`src/rtl/ahb_bus_arbiter.sv`:
```
// ahb_bus_arbiter: round-robin AHB arbiter sharing the ahb2apb bridge slave path.
// Holds ownership through fixed-length bursts and locked sequences.
`default_nettype none

module ahb_bus_arbiter #(
  parameter int NUM_MASTERS     = 4,
  parameter int MASTER_ID_WIDTH = 2,
  parameter int HBURST_WIDTH    = 3
) (
  input  logic                                 hclk_i,
  input  logic                                 hresetn_i,
  input  logic [NUM_MASTERS-1:0]               hbusreq_i,
  input  logic [NUM_MASTERS-1:0]               hlock_i,
  input  logic [NUM_MASTERS*HBURST_WIDTH-1:0]  hburst_i,
  input  logic [1:0]                           htrans_i,
  input  logic                                 hready_i,
  output logic [NUM_MASTERS-1:0]               hgrant_o,
  output logic [MASTER_ID_WIDTH-1:0]           hmaster_o,
  output logic                                 hmastlock_o,
  output logic                                 arb_busy_o
);

  localparam logic [1:0] TRANS_IDLE   = 2'b00;
  localparam logic [1:0] TRANS_NONSEQ = 2'b10;
  localparam logic [1:0] TRANS_SEQ    = 2'b11;

  typedef enum logic [1:0] {
    ST_OPEN   = 2'd0,
    ST_BURST  = 2'd1,
    ST_LOCKED = 2'd2
  } state_t;

  state_t                      state;
  logic [NUM_MASTERS-1:0]      grant;
  logic [MASTER_ID_WIDTH-1:0]  master;
  logic [MASTER_ID_WIDTH-1:0]  ptr;
  logic                        mastlock;
  logic [3:0]                  cnt;

  logic [HBURST_WIDTH-1:0]     owner_burst;
  logic                        burst_fixed;
  logic [3:0]                  burst_len_m1;
  logic                        is_seq;
  logic                        is_nonseq;
  logic                        is_idle;
  logic                        fixed_start;
  logic [3:0]                  cnt_locked_next;
  logic                        arb_now;
  logic                        arb_found;
  logic [MASTER_ID_WIDTH-1:0]  arb_winner;
  logic [MASTER_ID_WIDTH-1:0]  cand;

  always_comb begin
    owner_burst = '0;
    for (int m = 0; m < NUM_MASTERS; m++) begin
      if (master == MASTER_ID_WIDTH'(m))
        owner_burst = hburst_i[m*HBURST_WIDTH +: HBURST_WIDTH];
    end
  end

  always_comb begin
    burst_fixed  = 1'b1;
    burst_len_m1 = 4'd0;
    case (owner_burst)
      HBURST_WIDTH'(2), HBURST_WIDTH'(3): burst_len_m1 = 4'd3;
      HBURST_WIDTH'(4), HBURST_WIDTH'(5): burst_len_m1 = 4'd7;
      HBURST_WIDTH'(6), HBURST_WIDTH'(7): burst_len_m1 = 4'd15;
      default:                            burst_fixed  = 1'b0;
    endcase
  end

  // Round-robin scan starts just after the last winner and ends on it.
  always_comb begin
    arb_found  = 1'b0;
    arb_winner = master;
    cand       = ptr;
    for (int i = 1; i <= NUM_MASTERS; i++) begin
      cand = MASTER_ID_WIDTH'((int'(ptr) + i) % NUM_MASTERS);
      if (!arb_found && hbusreq_i[cand]) begin
        arb_found  = 1'b1;
        arb_winner = cand;
      end
    end
  end

  always_comb begin
    is_seq      = (htrans_i == TRANS_SEQ);
    is_nonseq   = (htrans_i == TRANS_NONSEQ);
    is_idle     = (htrans_i == TRANS_IDLE);
    fixed_start = is_nonseq && burst_fixed;

    cnt_locked_next = cnt;
    if (fixed_start)
      cnt_locked_next = burst_len_m1;
    else if (is_nonseq || is_idle)
      cnt_locked_next = 4'd0;
    else if (is_seq && cnt != 4'd0)
      cnt_locked_next = cnt - 4'd1;

    case (state)
      ST_OPEN:   arb_now = !fixed_start;
      ST_BURST:  arb_now = (is_seq && cnt == 4'd1) || is_nonseq || is_idle;
      ST_LOCKED: arb_now = !hlock_i[master] && cnt_locked_next == 4'd0;
      default:   arb_now = 1'b1;
    endcase
  end

  always_ff @(posedge hclk_i or negedge hresetn_i) begin
    if (!hresetn_i) begin
      state    <= ST_OPEN;
      grant    <= NUM_MASTERS'(1);
      master   <= '0;
      ptr      <= '0;
      mastlock <= 1'b0;
      cnt      <= 4'd0;
    end else if (hready_i) begin
      if (arb_now) begin
        grant    <= NUM_MASTERS'(1) << arb_winner;
        master   <= arb_winner;
        mastlock <= hlock_i[arb_winner];
        state    <= hlock_i[arb_winner] ? ST_LOCKED : ST_OPEN;
        cnt      <= 4'd0;
        if (arb_found)
          ptr <= arb_winner;
      end else begin
        case (state)
          // Only a fixed-burst NONSEQ suppresses arbitration in OPEN.
          ST_OPEN: begin
            cnt   <= burst_len_m1;
            state <= ST_BURST;
          end
          ST_BURST: begin
            if (is_seq)
              cnt <= cnt - 4'd1;
          end
          ST_LOCKED: cnt <= cnt_locked_next;
          default:   state <= ST_OPEN;
        endcase
      end
    end
  end

  assign hgrant_o    = grant;
  assign hmaster_o   = master;
  assign hmastlock_o = mastlock;
  assign arb_busy_o  = (state != ST_OPEN);

endmodule

`default_nettype wire

```
`config.mk`:
```
export PLATFORM = sky130hd
export DESIGN_NAME = ahb_bus_arbiter
export DESIGN_NICKNAME = d
export VERILOG_FILES = /design/src/rtl/ahb_bus_arbiter.sv
export SDC_FILE = /design/constraint.sdc
export NUM_CORES = 1
export LEC_CHECK = 0
export CAP_MARGIN = 20
export CORE_ASPECT_RATIO = 1.1
export CORE_MARGIN = 4
export CORE_UTILIZATION = 60
export DETAILED_ROUTE_END_ITERATION = 8
export DONT_BUFFER_PORTS = 1
export GPL_TIMING_DRIVEN = 0
export PLACE_DENSITY = 0.82
export SYNTH_ARGS = -nofsm -noshare
export SYNTH_HDL_FRONTEND = slang
export SYNTH_SLANG_ARGS = --single-unit
export TNS_END_PERCENT = 5
```
`constraint.sdc`:
```
create_clock -name hclk_i -period 3.7 [get_ports hclk_i]
set_clock_uncertainty 0.1 [all_clocks]
set_input_delay 0.74 -clock hclk_i [delete_from_list [all_inputs] [get_ports hclk_i]]
set_output_delay 0.74 -clock hclk_i [all_outputs]
set_load 0.02 [all_outputs]
```
; Word-level counts from Yosys, hierarchy flattened
; Index checks and enable logic that the tools add are counted.
[totals]
input_bits = 25
out_inout_bits = 8
reg_bits = 15
[classes]
reduce_logical = 31
addsub = 5
n_mux = 36
n_lt_le_gt_ge = 6
shifts = 1
eq_ne = 16
[ops]
columns = operator, count
row1 = 4-bit case mux with 3 select lines, 2
row2 = 4-bit two-way mux, 5
row3 = "2-bit by 3-bit < comparator with 1-bit output, second input constant", 6
row4 = 1-bit binary-select mux with 2-bit select, 6
row5 = "3-bit == test, second input constant", 4
row6 = 2-bit two-way mux, 6
row7 = 3-bit two-way mux, 4
row8 = 1-bit two-way mux, 11
row9 = "2-bit == test, second input constant", 5
row10 = 4-bit nonzero test, 2
row11 = 2-bit OR reduction, 4
row12 = 1-bit logical AND, 7
row13 = "3-bit by 2-bit == test with 1-bit output, second input constant", 2
row14 = 2-bit zero test, 3
row15 = 3-bit AND reduction, 2
row16 = 6-bit OR reduction, 1
row17 = 1-bit zero test, 5
row18 = "2-bit by 1-bit adder with 2-bit output, second input constant", 2
row19 = "2-bit adder, second input constant", 2
row20 = "2-bit by 1-bit == test with 1-bit output, second input constant", 2
row21 = "4-bit by 1-bit == test with 1-bit output, second input constant", 1
row22 = 4-bit zero test, 1
row23 = 2-bit case mux with 2 select lines, 1
row24 = 2-bit AND reduction, 2
row25 = 7 further kinds, 9

; Depth between registers and ports, before layout
[logic_depth]
ltp_word = 17
depth_mapped = 11

; Worst setup path before layout
; Ideal clock, no wire load.
[synth_timing]
kind = input to register
start = in hbusreq_i[0]
end = reg state[1]
slack_ns = 1.319
path_stages = 8
setup_time_ns = 0.080
arrival_time_ns = 2.202
cell_sequence = buf_4 > and2b_2 > nor2_1 > a211oi_1 > a221oi_1 > a21oi_1 > mux2_4 > o22ai_2
[synth_between]
elab_chain_len = 16
elab_cells_between_ends = 25
cone_classes = 19 x mux / 6 x reduce/logical
[synth_rtl]
columns = item, line_no
row1 = start: declaration, 12  ; input logic [NUM_MASTERS-1:0] hbusreq_i,
row2 = 1-bit binary-select mux with 2-bit select, 79  ; if (!arb_found && hbusreq_i[cand]) begin
row3 = 1-bit two-way mux (implied by the code), 79
row4 = 1-bit two-way mux, 79
row5 = 1-bit zero test, 79
row6 = 1-bit logical AND, 79
row7 = 1-bit two-way mux, 79
row8 = 1-bit zero test, 79
row9 = 1-bit logical AND, 79
row10 = 1-bit two-way mux, 79
row11 = 1-bit zero test, 79
row12 = 1-bit logical AND, 79
row13 = 2-bit two-way mux *, 79
row14 = 1-bit binary-select mux with 2-bit select *, 121  ; state <= hlock_i[arb_winner] ? ST_LOCKED : ST_OPEN;
row15 = 1-bit two-way mux (implied by the code) *, 121
row16 = 2-bit two-way mux *, 121
row17 = 2-bit two-way mux *, 117  ; if (arb_now) begin
row18 = end signal: assignment, 121
row19 = end: declaration, 33  ; state_t state;
; Every way passes the cells marked *; elsewhere a longest branch is shown, timed or not. The select of a mux whose other input is x is not followed.
; A chain may end at the register's enable or synchronous reset.

; Final worst setup path
[layout_timing]
start = reg cnt[0]
end = reg cnt[1]
[layout_between]
elab_chain_len = 10
elab_cells_between_ends = 19
cone_classes = 1 x add/sub / 2 x eq/ne / 7 x mux / 9 x reduce/logical
[layout_rtl]
columns = item, line_no
row1 = start: declaration, 38  ; logic [3:0] cnt;
row2 = start signal: assignment, 129  ; cnt <= burst_len_m1;
row3 = start signal: assignment, 134  ; cnt <= cnt - 4'd1;
row4 = start signal: assignment, 136  ; ST_LOCKED: cnt <= cnt_locked_next;
row5 = branches (longest 10 deep; another with 4-bit by 1-bit subtractor with 4-bit output), n/a
; Several ways; the timed one is not identified. The select of a mux whose other input is x is not followed.

==> impl_results.md <==
- Number of H-tree levels: 1
- Max_slew headroom: 44.9%
- Final hold violations: 0
- First-pass GRT wire length: 5.93 mm
- FP Rows: 18
- Crit path arrival time: 2.60 ns
- Max frequency: 398 MHz
- Die W: ~56 um
- Post-CTS setup buffers: 0
- CP cell instances: inv_1, ha_1, a21oi_1, mux2_2, a31o_2, nand3_4, buf_4, nand3_1, o31ai_1
- Final Net Count: 210
- CP Launch Type: flop
- Synth Cell Area: 0.00149 mm2
- Status: finished, final reports clean
- Slowest CP cell: dfrtp_1
- Core area: 0.00232 mm2
- FFs w/ async S/R, synth: 100%
- EDFF count, synth: 0
- Initial core utilization: between 60% and 70%
- Setup TNS: 0 ns
- Post-synthesis sequential area ratio: 25.3%
- Root buf cell: clkbuf_4
- Total Wirelength: between 3 and 4 mm
- Placed Cells: 204
- Commonest non-fill, non-tap cell in the layout: nand2_1
- Setup CP Type: reg2reg
- Final hold slack: ~0.027 ns
- Tmin final: 2.51 ns
- DR DRC count: 0
- Worst slew pin tran: 0.814 ns
- Largest net degree at the start of global routing: 16
- Max clock buf depth: 2
- Clk sinks: 15
- Max Transition Viols Final: 0
- Max Cap Violations: 0
- PwrDens: 856 mW/mm2
- CP endpoint kind: flop
- Drt first pass iters: 4
- GRT Overall Usage: between 20% and 30%
- Post-Syn Instances: roughly 170
- Filler cells: 178
- Commonest cells after routing, fill and taps aside: nand2_1 (21), nor2_1 (16), dfrtp_1 (14), inv_1 (11), a21oi_1 (9)
- CTS clock-pin slew for the worst setup and hold paths: 0.10 ns
- Synthesized area per cell: 8.57 um2
- Part of the cycle the worst path needs: 67.9%
- Vias in the first global route: 1326
- Post_cts resized: 0
- Lkg Pwr: 0.656 nW
- Average wire per standard cell: 17.3 um
- IO Count: 33
- RSZ-0062 raised after global routing: false
- Library cells used by synthesis: between 60 and 70
- Die area: about 0.0033 mm2
- First DRT Iteration DRCs: 39
- Via Count: 1383
- Post-DRT Antenna Nets: 0
- Remaining Overflow, GRT: 0
- Layout area overhead: 4.36%
- Yosys reg bits: 15
- Yosys warning count: 0
- Hpwl dp: ~2.8 mm
- VDD IR-drop max: about 0.63 mV
- Non-Filler Instances: 208
- Final setup violation count: 0
- Hold Buf Count CTS: 0
- Vias per inst: 6.65
- Most used DFF post-synth: dfrtp_1
- Syn Nets: a little over 200
- Clk_lat worst skew: 0.29 ns
- I/O Buffers: 0
- N_diodes: 0
- Share of cells above drive strength 1: 20.2%
- Num CTS Buffers: 3
- Die H: around 60 um
- Initial antenna violation count: 0
- Slowest Stage Delay on Critical Path: 0.49 ns
- Hold Path Class: in2async
- Critical Path RT: 3.79 ns
- CTS tree: done
- CP max FO: 10
- GP Congestion: between 0.9 and 1
-- metal layers --
metal  up-vias  share of wire, %  GRT usage, %
met1       663                41          25.1
met5         -                 0             0
met3        15               6.2          4.54
met2        55                50          39.5
met4         0               2.6          11.5
li1        650                 -             -
-- worst max-delay path, delay by kind of cell, from the launching register on --
family          cells  cell delay (ns)
flops               1             0.49
compound gates      3             0.65
simple gates        2             0.22
fa+ha+maj           1             0.28
buf+inv             2             0.29
mux                 1             0.39
-- cells by family (layout without fill, tap and decap cells) --
kind of cell	count (synthesis)	after routing	synth area share [%]
adder cells (fa/ha/maj)	6	6	5.03
AO/OA/AOI/OAI	51	51	26.9
flip-flops	15	15	25.3
AND/OR/NAND/NOR	65	65	22.4
buffers and inverters	23	27	8.81
multiplexers	12	12	10.4
XOR/XNOR	2	2	1.17
-- state kept, by name, indices dropped and copies added, names as in the netlist --
name	count
hmastlock_o	1
ptr	2
state	2
cnt	4
hgrant_o	4
hmaster_o	2
-- per-stage QoR --
stage	area, um2	utilization [%]	power (mW)	setup slack [ns]
detailed placement	1530	65.9	1.23	1.08
CTS	1560	67.1	1.33	1.21
finish	1560	67.1	1.33	1.19
floorplan	1490	-	1.05	1.32
global placement	1530	65.9	1.18	1.11
global route	1560	67.1	1.43	1.05
-- final timing paths --
kind | from | end | slack [ns] | cells after the start
max | cnt[0] | cnt[1] | 1.19 | 9
min | hresetn_i | hmastlock_o | 0.03 | 0
max reg2reg | cnt[0] | cnt[1] | 1.19 | 9
min reg2reg | hgrant_o[0] | hgrant_o[0] | 0.44 | 2
max in group asynchronous | hresetn_i | hgrant_o[0] | 3.31 | 0
min in group hclk_i | hgrant_o[0] | hgrant_o[0] | 0.44 | 2
-- where the power goes --
part	total [mW]	switching, mW	leakage (nW)	internal, mW
clock	0.0993	0.0591	0.0177	0.0402
combinational	0.898	0.517	0.448	0.381
sequential	0.335	0.0974	0.190	0.237
total	1.33	0.673	0.656	0.659
-- synth_stat cells, types with 2 or more instances --
| library cell | number | area, um2 |
|---|---|---|
| buf_4 | 3 | 22.5 |
| o31ai_1 | 5 | 37.5 |
| nor2b_1 | 2 | 12.5 |
| buf_6 | 4 | 45.0 |
| nand3_1 | 7 | 35.0 |
| nor3_1 | 3 | 15.0 |
| mux4_2 | 2 | 45.0 |
| o21ai_0 | 8 | 40.0 |
| nand2_1 | 21 | 78.8 |
| a221oi_1 | 2 | 17.5 |
| dfrtp_1 | 14 | 350 |
| nor2_1 | 16 | 60.1 |
| mux2_1 | 2 | 22.5 |
| mux2i_1 | 5 | 50.1 |
| mux2_2 | 2 | 22.5 |
| o32ai_1 | 3 | 26.3 |
| a32oi_1 | 2 | 17.5 |
| a32o_1 | 3 | 30.0 |
| and2b_2 | 2 | 17.5 |
| ha_1 | 6 | 75.1 |
| buf_2 | 2 | 10.0 |
| o21ai_2 | 2 | 17.5 |
| a21oi_1 | 9 | 45.0 |
| inv_1 | 11 | 41.3 |
-- area by class of cell --
type	count	area (um2)	share of cell area, %
sequential	15	377	24.2
buffer	11	86.3	5.55
inverter	12	45.0	2.89
tap	30	37.5	2.41
clock inverter	1	5.00	0.322
clock buffer	3	22.5	1.45
multi-input combinational	136	983	63.2
Power figures use the tool's default switching activity.
